==> src/rtl/handshake_const_sink_pkg.sv <==
// Shared definitions for the constant-token sink: FSM state type and default count width.
package handshake_pkg;

  localparam int unsigned DEFAULT_CNT_WIDTH = 16;

  typedef enum logic [1:0] {
    RUN   = 2'd0,
    STALL = 2'd1,
    DONE  = 2'd2
  } sink_state_e;

endpackage

==> src/rtl/handshake_const_sink_if.sv <==
// Valid/ready data channel feeding handshake_const_sink.
interface handshake_const_sink_if #(
  parameter int unsigned DATA_WIDTH = 32
);

  logic [DATA_WIDTH-1:0] ins;
  logic                  ins_valid;
  logic                  ins_ready;

  modport master (output ins, output ins_valid, input ins_ready);
  modport slave  (input ins, input ins_valid, output ins_ready);

endinterface

==> src/rtl/handshake_const_sink_sat_counter.sv <==
// Saturating up-counter with synchronous clear and asynchronous active-low reset.
module handshake_sat_counter #(
  parameter int unsigned WIDTH = 16
) (
  input  logic             clk,
  input  logic             rst,
  input  logic             i_clr,
  input  logic             i_inc,
  output logic [WIDTH-1:0] o_count
);

  logic [WIDTH-1:0] r_count;

  // Count increments, holding at all-ones instead of wrapping.
  always_ff @(posedge clk or negedge rst) begin
    if (!rst) begin
      r_count <= '0;
    end else if (i_clr) begin
      r_count <= '0;
    end else if (i_inc && (r_count != '1)) begin
      r_count <= r_count + 1'b1;
    end
  end

  assign o_count = r_count;

endmodule

==> src/rtl/handshake_const_sink.sv <==
// Constant-checking token sink with periodic backpressure.
// Optional macro HANDSHAKE_CONST_SINK_CAPTURE_EN: records data and index of the
// first mismatching token; without it first_bad_data/first_bad_idx read as 0.
module handshake_const_sink
  import handshake_pkg::*;
#(
  parameter int unsigned           DATA_WIDTH   = 32,
  parameter logic [DATA_WIDTH-1:0] EXPECTED     = 32'h4923_0CBB,
  parameter int unsigned           EXPECT_COUNT = 16,
  parameter int unsigned           CNT_WIDTH    = DEFAULT_CNT_WIDTH,
  parameter int unsigned           STALL_PERIOD = 0,
  parameter int unsigned           STALL_CYCLES = 2
) (
  input  logic                    clk,
  input  logic                    rst,
  handshake_const_sink_if.slave   s_if,
  output logic [CNT_WIDTH-1:0]    token_count,
  output logic [CNT_WIDTH-1:0]    mismatch_count,
  output logic                    error,
  output logic                    done,
  output logic [DATA_WIDTH-1:0]   first_bad_data,
  output logic [CNT_WIDTH-1:0]    first_bad_idx
);

  localparam bit STALL_EN = (STALL_PERIOD != 0) && (STALL_CYCLES != 0);

  sink_state_e r_state;
  sink_state_e w_state_nxt;
  logic [31:0] r_period_cnt;
  logic [31:0] w_period_nxt;
  logic [31:0] r_stall_cnt;
  logic [31:0] w_stall_nxt;
  logic        r_error;
  logic        w_xfer;
  logic        w_mismatch;
  logic        w_last;

  assign s_if.ins_ready = (r_state == RUN);
  assign done           = (r_state == DONE);
  assign error          = r_error;

  assign w_xfer     = s_if.ins_valid & s_if.ins_ready;
  assign w_mismatch = w_xfer && (s_if.ins != EXPECTED);
  // Compared on the registered (possibly saturated) count, so a saturated
  // narrow counter never reaches a larger EXPECT_COUNT.
  assign w_last     = ((32'(token_count) + 32'd1) == 32'(EXPECT_COUNT));

  // State, period and stall counter registers.
  always_ff @(posedge clk or negedge rst) begin
    if (!rst) begin
      r_state      <= RUN;
      r_period_cnt <= '0;
      r_stall_cnt  <= '0;
    end else begin
      r_state      <= w_state_nxt;
      r_period_cnt <= w_period_nxt;
      r_stall_cnt  <= w_stall_nxt;
    end
  end

  // Next-state logic: completion takes priority over entering a stall window.
  always_comb begin
    w_state_nxt  = r_state;
    w_period_nxt = r_period_cnt;
    w_stall_nxt  = r_stall_cnt;
    case (r_state)
      RUN: begin
        if (w_xfer) begin
          w_period_nxt = r_period_cnt + 32'd1;
          if (w_last) begin
            w_state_nxt = DONE;
          end else if (STALL_EN && ((r_period_cnt + 32'd1) == 32'(STALL_PERIOD))) begin
            w_state_nxt  = STALL;
            w_period_nxt = '0;
            w_stall_nxt  = 32'(STALL_CYCLES);
          end
        end
      end
      STALL: begin
        w_stall_nxt = r_stall_cnt - 32'd1;
        if (r_stall_cnt <= 32'd1) begin
          w_state_nxt = RUN;
        end
      end
      DONE:    w_state_nxt = DONE;
      default: w_state_nxt = RUN;
    endcase
  end

  // Sticky error flag, set by any mismatching accepted token.
  always_ff @(posedge clk or negedge rst) begin
    if (!rst) begin
      r_error <= 1'b0;
    end else if (w_mismatch) begin
      r_error <= 1'b1;
    end
  end

  handshake_sat_counter #(.WIDTH(CNT_WIDTH)) u_token_cnt (
    .clk     (clk),
    .rst     (rst),
    .i_clr   (1'b0),
    .i_inc   (w_xfer),
    .o_count (token_count)
  );

  handshake_sat_counter #(.WIDTH(CNT_WIDTH)) u_mismatch_cnt (
    .clk     (clk),
    .rst     (rst),
    .i_clr   (1'b0),
    .i_inc   (w_mismatch),
    .o_count (mismatch_count)
  );

`ifdef HANDSHAKE_CONST_SINK_CAPTURE_EN
  logic [DATA_WIDTH-1:0] r_first_bad_data;
  logic [CNT_WIDTH-1:0]  r_first_bad_idx;

  // Capture only the first mismatch; r_error still 0 marks it as first.
  always_ff @(posedge clk or negedge rst) begin
    if (!rst) begin
      r_first_bad_data <= '0;
      r_first_bad_idx  <= '0;
    end else if (w_mismatch && !r_error) begin
      r_first_bad_data <= s_if.ins;
      r_first_bad_idx  <= token_count;
    end
  end

  assign first_bad_data = r_first_bad_data;
  assign first_bad_idx  = r_first_bad_idx;
`else
  assign first_bad_data = '0;
  assign first_bad_idx  = '0;
`endif

endmodule

==> src/flat_wrapper.sv <==
// flat-port wrapper written by rule: the top's interface ports become plain ports
module handshake_const_sink_flat import handshake_pkg::*;
#(
  parameter int unsigned           DATA_WIDTH   = 32,
  parameter logic [DATA_WIDTH-1:0] EXPECTED     = 32'h4923_0CBB,
  parameter int unsigned           EXPECT_COUNT = 16,
  parameter int unsigned           CNT_WIDTH    = DEFAULT_CNT_WIDTH,
  parameter int unsigned           STALL_PERIOD = 0,
  parameter int unsigned           STALL_CYCLES = 2
)
  (clk, rst, token_count, mismatch_count, error, done, first_bad_data, first_bad_idx, s_if_ins, s_if_ins_valid, s_if_ins_ready);
  handshake_const_sink_if #(.DATA_WIDTH(DATA_WIDTH)) s_if_i ();
  input  logic clk;
  input  logic rst;
  output logic [CNT_WIDTH-1:0] token_count;
  output logic [CNT_WIDTH-1:0] mismatch_count;
  output logic error;
  output logic done;
  output logic [DATA_WIDTH-1:0] first_bad_data;
  output logic [CNT_WIDTH-1:0] first_bad_idx;
  input wire logic [$bits(s_if_i.ins)-1:0] s_if_ins;
  input wire logic [$bits(s_if_i.ins_valid)-1:0] s_if_ins_valid;
  output wire logic [$bits(s_if_i.ins_ready)-1:0] s_if_ins_ready;
  assign s_if_i.ins = s_if_ins;
  assign s_if_i.ins_valid = s_if_ins_valid;
  assign s_if_ins_ready = s_if_i.ins_ready;
  handshake_const_sink #(.DATA_WIDTH(DATA_WIDTH), .EXPECTED(EXPECTED), .EXPECT_COUNT(EXPECT_COUNT), .CNT_WIDTH(CNT_WIDTH), .STALL_PERIOD(STALL_PERIOD), .STALL_CYCLES(STALL_CYCLES)) u_core (.clk(clk), .rst(rst), .s_if(s_if_i), .token_count(token_count), .mismatch_count(mismatch_count), .error(error), .done(done), .first_bad_data(first_bad_data), .first_bad_idx(first_bad_idx));
endmodule
==> config.mk <==
export PLATFORM = sky130hd
export DESIGN_NAME = handshake_const_sink_flat
export DESIGN_NICKNAME = d
export VERILOG_FILES = /design/src/rtl/handshake_const_sink_pkg.sv /design/src/rtl/handshake_const_sink_if.sv /design/src/rtl/handshake_const_sink_sat_counter.sv /design/src/rtl/handshake_const_sink.sv /design/src/flat_wrapper.sv
export SDC_FILE = /design/constraint.sdc
export NUM_CORES = 1
export LEC_CHECK = 0
export CAP_MARGIN = 40
export CELL_PAD_IN_SITES_DETAIL_PLACEMENT = 1
export CELL_PAD_IN_SITES_GLOBAL_PLACEMENT = 2
export CORE_MARGIN = 2
export CORE_UTILIZATION = 30
export DETAILED_ROUTE_END_ITERATION = 7
export DONT_BUFFER_PORTS = 1
export PLACE_DENSITY = 0.7
export SYNTH_ARGS = -nofsm -noshare
export SYNTH_HDL_FRONTEND = slang
export SYNTH_SLANG_ARGS = --single-unit
==> constraint.sdc <==
create_clock -name clk -period 6.1 [get_ports clk]
set_input_delay 1.22 -clock clk [delete_from_list [all_inputs] [get_ports clk]]
set_output_delay 1.22 -clock clk [all_outputs]
set_load 0.01 [all_outputs]
==> metrics.csv, run 1 <==
metric,value,unit
Syn Std Cell Area,2220,µm²
First-pass DRT Iterations,4,
sequential fraction of the synthesis area,0.383,
vias in the first global route,1571,
initial antenna violation count,0,
Seq. cell area,851,µm²
final instance area,2220,µm²
Post-synth top cells,"48 x buf_4, 34 x dfrtp_1, 24 x nand2_1",
final worst slack,3.37,ns
Die ar.,8120,µm²
CTS tree,built,
M3 GR Usage,0.0444,
Crit Path Max Fanout,16,
peak supply drop,0.000142,V
Cells after Synth,233,
leading area contributor after synthesis,dfrtp_1,
Async SR Flop Fraction,1.00,
Mapped Avg Cell Area,9.54,µm²
Layout Skew,0.00610,ns
TNS Setup,0,ns
synth warn,0,
Final ANT Viol Nets,0,
Post-CTS Resized,0,
crit share post-route,0.447,
Place WS,3.05,ns
fmax,367,MHz
status,finished clean,
Layout fillers,884,
most used routing layer in global routing,met2,
Synth cell types,39,
CTS Hold Buffers Added,0,
max cap viols,0,
Setup Buffers After CTS,0,
final wirelength,5030,µm
ANT cells,0,
area grow syn2layout,-0.0000900,%
Clock Sink Count,34,
clk root buf,clkbuf_8,
DP HPWL,3760,µm
Max transition margin,0.566,
Multi-input gate area,1160,µm²
"Hold Vio Cnt, Final",0,
area share of the largest cell type after synthesis,0.383,
Slew @ Worst Pin,0.651,ns
ys flop type,dfrtp_1,
Residual DRC,0,
RSZ-0062 raised after global routing,no,
# H-tree levels,2,
First DRT Iteration DRCs,36,
"count leader, synth",buf_4,
Synth area leaders,"dfrtp_1 38%, buf_4 16%, xor2_1 6.7%",
clock buffer count from CTS,5,
Via Count,1552,
die width,90.1,µm
fin nets,272,
crit path kind,in2reg,
dpl cell area,2150,µm²
gpl congestion,0.745,
Rows,31,
gr usage total,0.124,
pwr dens,310,nW/µm²
vias per cell,4.65,
PortBufs,0,
Clock Latency Late Sink,0.29,ns
CTS clock-pin slew for the worst setup and hold paths,0.07,ns
Post-synth EDFFs,0,
io pins,118,
Worst Setup End Kind,flip-flop,
Clock Tree Buf Depth,2,
first-pass GRT wire length,8210,µm
worst hold path type,reg2reg,
met1 global-route usage,0.161,
core area,7210,µm²
post-layout min period,2.73,ns
final slew viol count,0,
worst endpoint data arrival time,2.90,ns
Final Setup Violations,0,
largest net degree at the start of global routing,35,
Worst Path Required,6.27,ns
DIE HEIGHT,90.1,µm
GRT Residual Overflow,0,
Initial Util,0.308,
Startpoint Class,input port,
#FFs+latches synth,34,
hold slack final,0.557,ns
share of layout cells above drive strength 1,0.0468,
Pleak,0.000967,µW
met2 usage,0.194,
DR WL/cell,15.1,µm
[final timing paths]
kind,cells after the start,endpoint,slack (ns),startpoint
setup / recovery,5,u_core.u_mismatch_cnt.o_count[1],3.37,s_if_ins[2]
hold / removal,1,u_core.u_mismatch_cnt.o_count[13],0.56,u_core.u_mismatch_cnt.o_count[13]
setup reg to reg,6,u_core.u_token_cnt.o_count[15],3.71,u_core.u_token_cnt.o_count[0]
hold reg to reg,1,u_core.u_mismatch_cnt.o_count[13],0.56,u_core.u_mismatch_cnt.o_count[13]
max in group asynchronous,0,u_core.error,5.40,rst
min in group asynchronous,0,u_core.r_state[1],0.62,rst
[critical path, stage by stage]
cell	delay, ns
nand4b_1	0.14
or4_1	0.46
o31ai_4	0.61
nor2_1	0.17
mux2_2	0.30
[where the power goes]
group / switching, µW / total [µW] / internal [µW]
combinational: 76.3 / 138 / 61.5
sequential: 118 / 391 / 273
clock: 81.7 / 160 / 78.7
[metrics by stage]
stage / instances / util / total power, µW
3_5_place_dp: 327 / 0.298 / 534
2_1_floorplan: 280 / - / 505
4_1_cts: 334 / 0.308 / 695
3_3_place_gp: 327 / 0.298 / 525
6_report: 334 / 0.308 / 689
5_1_grt: 334 / 0.308 / 734
[registers in the layout (all words and copies together) (netlist names)]
| signal | flops |
|---|---|
| u_core.u_mismatch_cnt.o_count | 16 |
| u_core.u_token_cnt.o_count | 16 |
| u_core.error | 1 |
| u_core.r_state | 1 |
[cells by family (layout without fill, tap and decap cells)]
| logic type | count (synthesis) | after routing | synth area share |
|---|---|---|---|
| mux | 3 | 3 | 0.0146 |
| fa+ha+maj | 2 | 2 | 0.0113 |
| buf+inv | 56 | 11 | 0.176 |
| compound gates | 10 | 10 | 0.0467 |
| other cells | 1 | 48 | 0.00169 |
| xor+xnor | 31 | 31 | 0.122 |
| flops | 34 | 34 | 0.383 |
| simple gates | 96 | 96 | 0.245 |
[area by class of cell]
type | instances | area share
clock buffers | 7 | 0.0343
flip-flops and latches | 34 | 0.383
inverters | 4 | 0.00675
well taps | 99 | 0.0557
multi-input cells | 190 | 0.521
[cells in the final DEF (no fill, tap or decap), drive strengths merged, types with 3 or more instances in the layout]
| cell type | instances |
|---|---|
| nand2 | 24 |
| nand3 | 11 |
| clkbuf | 7 |
| nor2 | 9 |
| nor4b | 7 |
| nor4 | 5 |
| inv | 4 |
| or3 | 3 |
| xnor2 | 14 |
| o31ai | 4 |
| nor3 | 12 |
| dfrtp | 34 |
| nand4 | 9 |
| xor2 | 17 |
| conb | 48 |
[metal layers]
layer	routed length, µm	vias up	part of all wire
met5	0	-	0
met4	22	0	0.0044
met3	365	4	0.073
met2	2460	55	0.49
met1	2190	777	0.44
li1	-	716	-
(Power assumes the default switching activity.)
==> inputs of run 2 (changes only) <==
- PLACE_DENSITY: 0.7 -> 0.73
- clock period: 6.1 -> 2.2 ns (I/O delays scaled with it)
==> metrics.csv, run 2 (synthesis gave the netlist of run 1 again) <==
metric,value,unit
status,finished clean,
max cap viols,0,
io pins,118,
worst hold path type,in2reg,
clock buffer count from CTS,5,
TNS Setup,0,ns
Worst Setup End Kind,flip-flop,
clk root buf,clkbuf_8,
worst r2r src,u_core.u_token_cnt.o_count[0],
crit path kind,reg2reg,
Slew @ Worst Pin,0.583,ns
Layout Skew,0.00361,ns
CTS clock-pin slew for the worst setup and hold paths,0.07,ns
fin nets,294,
pwr dens,899,nW/µm²
Combinational Power Share,0.337,
Pleak,0.00110,µW
DP HPWL,3950,µm
first-pass GRT wire length,8350,µm
hold slack final,0.462,ns
vias in the first global route,1591,
peak supply drop,0.000371,V
"Slowest-stage cell, CP",o31ai_4,
vias per cell,4.56,
Crit Path Max Fanout,9,
First DRT Iteration DRCs,13,
DR WL/cell,14.6,µm
final instance area,2440,µm²
Clock Tree Buf Depth,2,
Startpoint Class,flip-flop,
GRT Residual Overflow,0,
"most common cell after layout, fill and taps aside",conb_1,
Hold Path Origin,s_if_ins[10],
core area,7210,µm²
"Hold Vio Cnt, Final",0,
Final ANT Viol Nets,0,
# H-tree levels,2,
Cells after DPL,347,
gr usage total,0.127,
Worst Path Required,2.35,ns
Initial Util,0.308,
PortBufs,0,
CP Cell Sequence,ha_1 > nand4_2 > or3_4 > o31ai_4 > nor4_1 > xor2_1,
share of layout cells above drive strength 1,0.136,
gpl congestion,0.795,
Reg power frac,0.411,
First-pass DRT Iterations,3,
dpl cell area,2300,µm²
final slew viol count,0,
Die ar.,8120,µm²
final wirelength,5220,µm
RSZ-0062 raised after global routing,no,
Max transition margin,0.601,
area grow syn2layout,9.62,%
crit path from,u_core.u_token_cnt.o_count[0],
sw frac,0.368,
worst endpoint data arrival time,2.15,ns
Final Setup Violations,0,
crit share post-route,0.907,
Residual DRC,0,
largest net degree at the start of global routing,35,
ANT cells,0,
Clock Latency Late Sink,0.28,ns
die width,90.1,µm
Rows,31,
cell internal pwr,1380,µW
Clock Sink Count,34,
CTS tree,built,
Setup Buffers After CTS,0,
net switching power,807,µW
Clk network pwr share,0.251,
fmax,501,MHz
Via Count,1628,
"commonest cells after routing, fill and taps aside","48 x conb_1, 34 x dfrtp_1, 24 x nand2_1, 20 x buf_4, 17 x xor2_1",
post-layout min period,2.00,ns
initial antenna violation count,0,
Max stage delay on crit path,0.49,ns
DIE HEIGHT,90.1,µm
total power,2190,µW
Non-Filler Instances,357,
==> run 2: cell types whose count changed in the layout (fill, tap and decap cells not counted) <==
| cell | previous run | this run |
|---|---|---|
| clkbuf_8 | 5 | 8 |
| buf_12 | 0 | 1 |
| dlygate4sd3_1 | 0 | 1 |
| buf_4 | 0 | 20 |
| clkbuf_1 | 2 | 0 |
==> run 2: path summary, 6_finish.rpt <==
path,to,slack (ns),depth (start not counted)
worst max-delay path,u_core.u_token_cnt.o_count[15],0.20,6
worst min-delay path,u_core.error,0.46,3
worst max register to register,u_core.u_token_cnt.o_count[15],0.20,6
worst min register to register,u_core.u_mismatch_cnt.o_count[10],0.56,1
max in group asynchronous,u_core.u_token_cnt.o_count[15],1.40,2
min in group asynchronous,u_core.u_mismatch_cnt.o_count[13],0.61,2
==> run 2: worst max-delay path: cells and delay by family (launching register included) <==
family	cells	cell delay [ns]
DFF	1	0.36
and+or+nand+nor	3	0.66
adders and majority gates	1	0.19
xor gates and xnor gates	1	0.16
AOI/OAI and AO/OA	1	0.49
==> run 2: area by class of cell <==
type / instances / area, µm²
Clock buffer: 8 / 110
Tap cell: 99 / 124
Timing Repair Buffer: 22 / 180
Sequential cell: 34 / 851
Fill cell: 866 / 4780
Multi-Input combinational cell: 190 / 1160
Inverter: 4 / 15.0
==> run 2: power by group through the flow <==
stage,Sequential [µW],Combinational (µW),Clock [µW]
3_5_place_dp,913,722,0
5_1_grt,921,830,599
3_3_place_gp,905,708,0
4_1_cts,901,745,571
2_1_floorplan,1010,390,0
6_report,901,739,550
==> run 2: timing repair <==
item                                    in CTS  in global routing
endpoints found under the hold margin       34                  0
endpoints found under the setup margin       0                  0
hold buffers                                 2                  0
resized for setup                            0                  0
==> run 2: per-stage QoR <==
step                      setup WS, ns   util
after floorplan                  0.156      -
after global placement           0.209  0.318
after detailed placement         0.165  0.318
after CTS                        0.181  0.338
after global routing            0.0745  0.338
final                            0.205  0.338
==> run 2: layer usage <==
metal	GRT usage	part of all wire	vias to the layer above
met5	0	0	-
met3	0.0520	0.076	4
met4	0.0308	0.0069	0
met2	0.194	0.47	57
li1	-	-	760
met1	0.168	0.45	807
